## src/rtl/serial_adder_param.sv

```systemverilog
`default_nettype none
// ============================================================================
//  Module      : serial_adder_param
//  Description : Bit-serial adder/subtractor. A single full-adder cell plus a
//                carry flop processes WIDTH-bit operands LSB first, one bit
//                per clock, with a start/busy/done handshake, carry-out and
//                signed-overflow reporting.
//  Revision    : 1.0  initial release
// ============================================================================
module serial_adder_param #(
    parameter int WIDTH = 8
) (
    input  logic             clk,
    input  logic             rst_n,
    input  logic             start,
    input  logic [WIDTH-1:0] a,
    input  logic [WIDTH-1:0] b,
    input  logic             carry_in,
    input  logic             sub,
    output logic             busy,
    output logic             done,
    output logic [WIDTH-1:0] sum,
    output logic             carry_out,
    output logic             overflow
);

    // Counter must reach WIDTH-1 and never collapse to zero bits.
    localparam int c_cnt_w = (WIDTH > 1) ? $clog2(WIDTH) : 1;
    localparam logic [c_cnt_w-1:0] c_last = c_cnt_w'(WIDTH - 1);

    typedef enum logic [1:0] {
        IDLE = 2'd0,
        RUN  = 2'd1,
        DONE = 2'd2
    } state_t;

    state_t             r_state;
    logic [WIDTH-1:0]   r_a;
    logic [WIDTH-1:0]   r_b;
    logic               r_c;
    logic [c_cnt_w-1:0] r_cnt;
    logic [WIDTH-1:0]   r_acc;
    logic               r_busy;
    logic               r_done;
    logic [WIDTH-1:0]   r_sum;
    logic               r_cout;
    logic               r_ovf;

    logic               w_s;
    logic               w_maj;
    logic               w_last;
    logic [WIDTH-1:0]   w_acc_next;

    // The one full-adder cell working on the current LSBs and the carry flop.
    assign w_s    = r_a[0] ^ r_b[0] ^ r_c;
    assign w_maj  = (r_a[0] & r_b[0]) | (r_a[0] & r_c) | (r_b[0] & r_c);
    assign w_last = (r_cnt == c_last);

    // Sum bits enter at the MSB so that after WIDTH shifts bit 0 sits at the LSB.
    if (WIDTH == 1) begin : g_acc_w1
        assign w_acc_next = w_s;
    end else begin : g_acc_wn
        assign w_acc_next = {w_s, r_acc[WIDTH-1:1]};
    end

    // Control FSM, serial datapath and registered result/handshake outputs.
    always_ff @(posedge clk) begin
        if (!rst_n) begin
            r_state <= IDLE;
            r_a     <= '0;
            r_b     <= '0;
            r_c     <= 1'b0;
            r_cnt   <= '0;
            r_acc   <= '0;
            r_busy  <= 1'b0;
            r_done  <= 1'b0;
            r_sum   <= '0;
            r_cout  <= 1'b0;
            r_ovf   <= 1'b0;
        end else begin
            case (r_state)
                IDLE: begin
                    r_done <= 1'b0;
                    if (start) begin
                        // Subtract is A + ~B + 1, so the inversion and the
                        // forced carry are folded in at capture time.
                        r_a     <= a;
                        r_b     <= sub ? ~b : b;
                        r_c     <= sub ? 1'b1 : carry_in;
                        r_cnt   <= '0;
                        r_busy  <= 1'b1;
                        r_state <= RUN;
                    end
                end
                RUN: begin
                    r_a   <= r_a >> 1;
                    r_b   <= r_b >> 1;
                    r_c   <= w_maj;
                    r_acc <= w_acc_next;
                    r_cnt <= r_cnt + 1'b1;
                    if (w_last) begin
                        // r_c is still the carry into the MSB here.
                        r_sum   <= w_acc_next;
                        r_cout  <= w_maj;
                        r_ovf   <= r_c ^ w_maj;
                        r_done  <= 1'b1;
                        r_state <= DONE;
                    end
                end
                DONE: begin
                    r_done  <= 1'b0;
                    r_busy  <= 1'b0;
                    r_state <= IDLE;
                end
                default: begin
                    r_done  <= 1'b0;
                    r_busy  <= 1'b0;
                    r_state <= IDLE;
                end
            endcase
        end
    end

    assign busy      = r_busy;
    assign done      = r_done;
    assign sum       = r_sum;
    assign carry_out = r_cout;
    assign overflow  = r_ovf;

endmodule
`default_nettype wire

```

## config.mk

```make
export PLATFORM = sky130hd
export DESIGN_NAME = serial_adder_param
export DESIGN_NICKNAME = d
export VERILOG_FILES = /design/src/rtl/serial_adder_param.sv
export SDC_FILE = /design/constraint.sdc
export NUM_CORES = 1
export LEC_CHECK = 0
export CORE_UTILIZATION = 51
export CTS_CLUSTER_DIAMETER = 100
export DETAILED_ROUTE_END_ITERATION = 10
export PLACE_DENSITY = 0.79
export SLEW_MARGIN = 20
export SYNTH_ARGS = -nofsm -noshare
export SYNTH_HDL_FRONTEND = slang
export SYNTH_SLANG_ARGS = --single-unit
```

## constraint.sdc

```tcl
create_clock -name clk -period 1.64 [get_ports clk]
set_input_delay 0.328 -clock clk [delete_from_list [all_inputs] [get_ports clk]]
set_output_delay 0.328 -clock clk [all_outputs]
set_load 0.005 [all_outputs]
```

### After elaboration in Yosys (flattened, before gate mapping)

Cells that the tools add are included.

| word-level totals | value |
|---|---|
| register bits after elaboration | 42 |

| cells by class | value |
|---|---|
| eq/ne operators | 4 |
| multiplexer cells | 15 |
| bitwise logic cells | 10 |
| $add $sub $neg | 1 |
| reduce and logical (&&, ||, !) cells | 7 |

Operators with widths:

| kind | count |
|---|---|
| $pmux W8 S2 | 2 |
| $mux W8 | 3 |
| $reduce_and A2 Y1 | 5 |
| $not A8 Y8 | 1 |
| $pmux W3 S2 | 1 |
| $mux W2 | 2 |
| $ne A2 B2 Y1 const B | 2 |
| $pmux W1 S2 | 2 |
| $pmux W2 S2 | 1 |
| $add A3 B1 Y3 const B | 1 |
| $and A1 B1 Y1 | 3 |
| $eq A3 B3 Y1 const B | 1 |
| $mux W1 | 3 |
| $mux W3 | 1 |
| $xor A1 B1 Y1 | 3 |
| $eq A2 B1 Y1 const B | 1 |
| $logic_not A2 Y1 | 1 |
| $or A1 B1 Y1 | 2 |
| $reduce_bool A2 Y1 | 1 |
| $not A1 Y1 | 1 |

### Depth between registers and ports, before layout

| depth | value |
|---|---|
| depth after elaboration | 4 |
| gate-level depth with buffers | 6 |

### Worst setup path before layout

OpenSTA, ideal clock, no wires.

| timing path | value |
|---|---|
| path type | reg-to-reg |
| start point | register r_cnt[0] |
| end point | register r_ovf, in the netlist overflow |
| setup time | 0.086 ns |
| path slack | 0.341 ns |
| stages on the path, launching flop included | 6 |
| arrival time | 1.213 ns |
| cell sequence | dfxtp_1 > ha_1 > ha_1 > and3b_1 > buf_2 > a211oi_1 |

| on the way | value |
|---|---|
| longest elaborated chain between the ends | 2 |

RTL lines:

| item | RTL line | text |
|---|---|---|
| from (decl) | 41 | `logic [c_cnt_w-1:0] r_cnt;` |
| from (signal assigned) | 100 | `r_cnt <= r_cnt + 1'b1;` |
| $eq A3 B3 Y1 | 57 | `assign w_last = (r_cnt == c_last);` |
| $reduce_and A2 Y1 (no line) | -- |  |
| to (signal assigned) | 105 | `r_ovf <= r_c ^ w_maj;` |
| to (decl) | 47 | `logic r_ovf;` |

Every way passes these cells.
A chain may end at the register's enable or synchronous reset.

### Worst setup path in the final report

| timing path | value |
|---|---|
| start point | register r_sum[7], in the netlist sum[7] |
| end point | output port sum[7] |

RTL lines:

| item | RTL line | text |
|---|---|---|
| from (decl) | 45 | `logic [WIDTH-1:0] r_sum;` |
| from (signal assigned) | 103 | `r_sum <= w_acc_next;` |
| to (decl) | 22 | `output logic [WIDTH-1:0] sum,` |

No word-level cell between the ends.

==> key figures <==
Timing
  – Tcrit/Tclk final: 0.931
  – Worst slew pin tran: 0.422 ns
  – Final hold violation count: 0
  – Setup-failing EPs final: 0
  – Tmin final: roughly 1.5 ns
  – Setup Skew: about 0.007 ns
  – Fmax: 655 MHz
  – Slew Viols, Final: 0
  – RSZ-0062 raised after global routing: false
  – Final setup margin: between 0.1 and 0.15 ns
  – Max-slew headroom: 0.718

Setup path
  – Worst Setup Start Kind: flop
  – Crit path required time: roughly 1.3 ns
  – WP buf/inv: 1
  – Worst-path fanout max: 2
  – Critical Path, Cell by Cell: clkdlybuf4s50_1
  – Slowest stage cell, crit path: clkdlybuf4s50_1
  – Slowest stage delay, CP: 0.50 ns
  – WP data arrival: between 1 and 1.5 ns
  – Top Family by Delay on Critical Path: buffers and inverters
  – Crit end category: primary output
  – Crit Path Category: reg -> out

Yosys
  – XOR/XNOR Fraction of Synth Area: 0.0454
  – Yosys cell types: 32
  – Main combinational cell family by area after synthesis: compound AO/OA/AOI/OAI gates
  – Fraction of the mapped netlist area in adder cells: 0.0259
  – Sequential share of the synthesized area: 0.472
  – Syn Nets: ~230
  – Post-synthesis mux area share: 0
  – Syn Inst Count: 204
  – Yosys reg bits: a little over 40
  – Syn_area_per_cell: 8.52 sq um
  – Post-Synth Simple-Gate Area: 0.175
  – Post-Syn Area: around 1700 sq um
  – Ys Warns: 0
  – Post-synthesis compound-gate area fraction: 0.230

GRT
  – Global-route wire length before repair: approximately 6 mm
  – Largest net degree at the start of global routing: 19
  – Initial antenna violation count: 0
  – GRT Overall Usage: 0.229
  – Vias in the first global route: 1,420
  – Gr ovfl total: 0

Floorplanning
  – Io pins: 33
  – Core area: 3150 sq um
  – DIE WIDTH: about 60 um
  – Initial Util: 0.551
  – Die Y: a little over 60 um
  – Core Rows: 20
  – Die Area: between 3000 and 4000 sq um

Clock network
  – CTS Sinks: between 40 and 50
  – Root buffer cell: clkbuf_4
  – TritonCTS buffer count: 5
  – Setup bufs post-CTS: 0
  – Max clock buf depth: 2
  – Hold buffer count at CTS: 0
  – CTS tree: yes
  – Cts repair resizes: 0
  – Clock transition at the registers of the reported paths: around 0.10 ns
  – CTS H-Tree Depth: 2
  – Clock latency at the later pin of the worst-skew pair: about 0.35 ns

Finish
  – # fillers: 271
  – Final instance area: about 2200 sq um
  – Nets: ~270
  – Multi-input gate area: between 800 and 900 sq um
  – Register area: approximately 820 sq um
  – Fin cells: about 290
  – Area Overhead vs Synth: 25.8%
  – Fraction of layout cells with a size suffix above 1: 0.0992
  – Antenna diode count: 0

Place
  – Pre-CTS setup slack: -0.0234 ns
  – Cell Area, Placed: 2130 sq um
  – Port Buffer Count: 32
  – Post-DP HPWL: 2.80 mm
  – Gpl congestion: between 0.7 and 0.8
  – Placed cell count: roughly 280

Drt
  – First-pass DRT Iterations: 4
  – Antenna Nets Post-Route: 0
  – Via count: 1,526
  – Residual DRC: 0
  – Iteration-0 DRC Markers: between 60 and 70
  – DR WL/cell: between 10 and 15 um
  – DRT Wirelength: between 3 and 4 mm
  – Routed vias/inst: between 5 and 6

Run status
  – Status: completed

Power and ir drop
  – Leakage: 0.797 nW
  – Worst VDD drop: between 0.5 and 0.6 mV
  – PwrDens: around 840 nW/um^2

Run
  – Maxcap violations: 0

Worst hold path
  – Worst min path class: reg -> reg
[layer usage]
| layer | wire [um] | vias up | global-route usage |
|---|---|---|---|
| met5 | 0 | - | 0 |
| met4 | 74 | 0 | 0.106 |
| met3 | 184 | 7 | 0.0789 |
| met2 | 1850 | 42 | 0.394 |
| met1 | 1590 | 704 | 0.253 |
| li1 | - | 773 | - |
[registers in the layout (all words and copies together) (netlist names)]
| signal | flops |
|---|---|
| r_state | 2 |
| sum | 8 |
| r_a | 8 |
| r_c | 1 |
| done | 1 |
| r_acc | 7 |
| busy | 1 |
| r_b | 8 |
| carry_out | 1 |
| overflow | 1 |
| r_cnt | 3 |
[area by class of cell]
type | count | share of cell area
Timing Repair Buffer | 44 | 0.188
Sequential cell | 41 | 0.375
Inverter | 5 | 0.00858
Tap cell | 44 | 0.0252
Multi-Input combinational cell | 145 | 0.378
Clock buffer | 7 | 0.0252
[cells in the mapped netlist]
cell type | count | share of area
a211oi_1 | 1 | 0.0043
a211oi_2 | 1 | 0.0072
a21oi_1 | 24 | 0.069
a221oi_1 | 1 | 0.0050
a22oi_1 | 10 | 0.043
and3b_1 | 1 | 0.0050
and4bb_2 | 1 | 0.0072
buf_2 | 6 | 0.017
buf_4 | 2 | 0.0086
buf_6 | 1 | 0.0065
clkbuf_1 | 4 | 0.0086
dfxtp_1 | 41 | 0.47
fa_1 | 1 | 0.012
ha_1 | 2 | 0.014
inv_1 | 5 | 0.011
nand2_1 | 42 | 0.091
nand2b_1 | 1 | 0.0036
nand3_1 | 2 | 0.0058
nand3b_2 | 1 | 0.0065
nor2_1 | 15 | 0.032
nor2b_1 | 3 | 0.011
nor3_1 | 1 | 0.0029
o21ai_0 | 16 | 0.046
o21ba_2 | 1 | 0.0058
o21bai_1 | 1 | 0.0043
o221ai_1 | 2 | 0.010
o2bb2ai_1 | 5 | 0.025
o31ai_1 | 1 | 0.0043
o41ai_1 | 1 | 0.0050
or3b_2 | 2 | 0.010
xnor2_1 | 1 | 0.0050
xor2_1 | 8 | 0.040
[per-stage QoR]
stage	TNS [ns]	utilization	total power, mW	hold WS [ns]
2_1_floorplan	0	-	1.25	0.432
3_3_place_gp	0	0.676	1.34	0.443
3_5_place_dp	-0.0234	0.676	1.36	0.451
4_1_cts	0	0.694	1.84	0.466
5_1_grt	0	0.694	1.92	0.475
6_report	0	0.694	1.84	0.463
[power breakdown]
group / internal (mW) / switching (mW) / total, mW
combinational: 0.132 / 0.125 / 0.257
clock: 0.202 / 0.299 / 0.502
sequential: 1.04 / 0.0389 / 1.08
[worst paths after layout]
kind                            depth (start not counted)  slack (ns)  startpoint         to
worst min register to register                          2        0.46      sum[1]     sum[1]
worst max register to register                          6        0.19    r_cnt[0]  carry_out
worst min-delay path                                    2        0.46      sum[1]     sum[1]
worst max-delay path                                    1        0.11      sum[7]     sum[7]
[kinds of logic (layout without fill, tap and decap cells)]
kind of cell | count (synthesis) | count (layout)
simple gates | 69 | 69
compound gates | 64 | 64
flops | 41 | 41
buf+inv | 18 | 56
xor+xnor | 9 | 9
fa+ha+maj | 3 | 3
[cell usage in the layout, fill, tap and decap left out, types with 2 or more instances in the layout]
cell,n
o21ai_0,16
buf_4,12
o221ai_1,2
clkbuf_4,5
inv_1,5
ha_1,2
a21oi_1,24
dfxtp_1,41
nand2_1,42
nor2b_1,3
or3b_2,2
nor2_1,15
a22oi_1,10
o2bb2ai_1,5
nand3_1,2
clkdlybuf4s50_1,32
xor2_1,8
(Power assumes the default switching activity.)
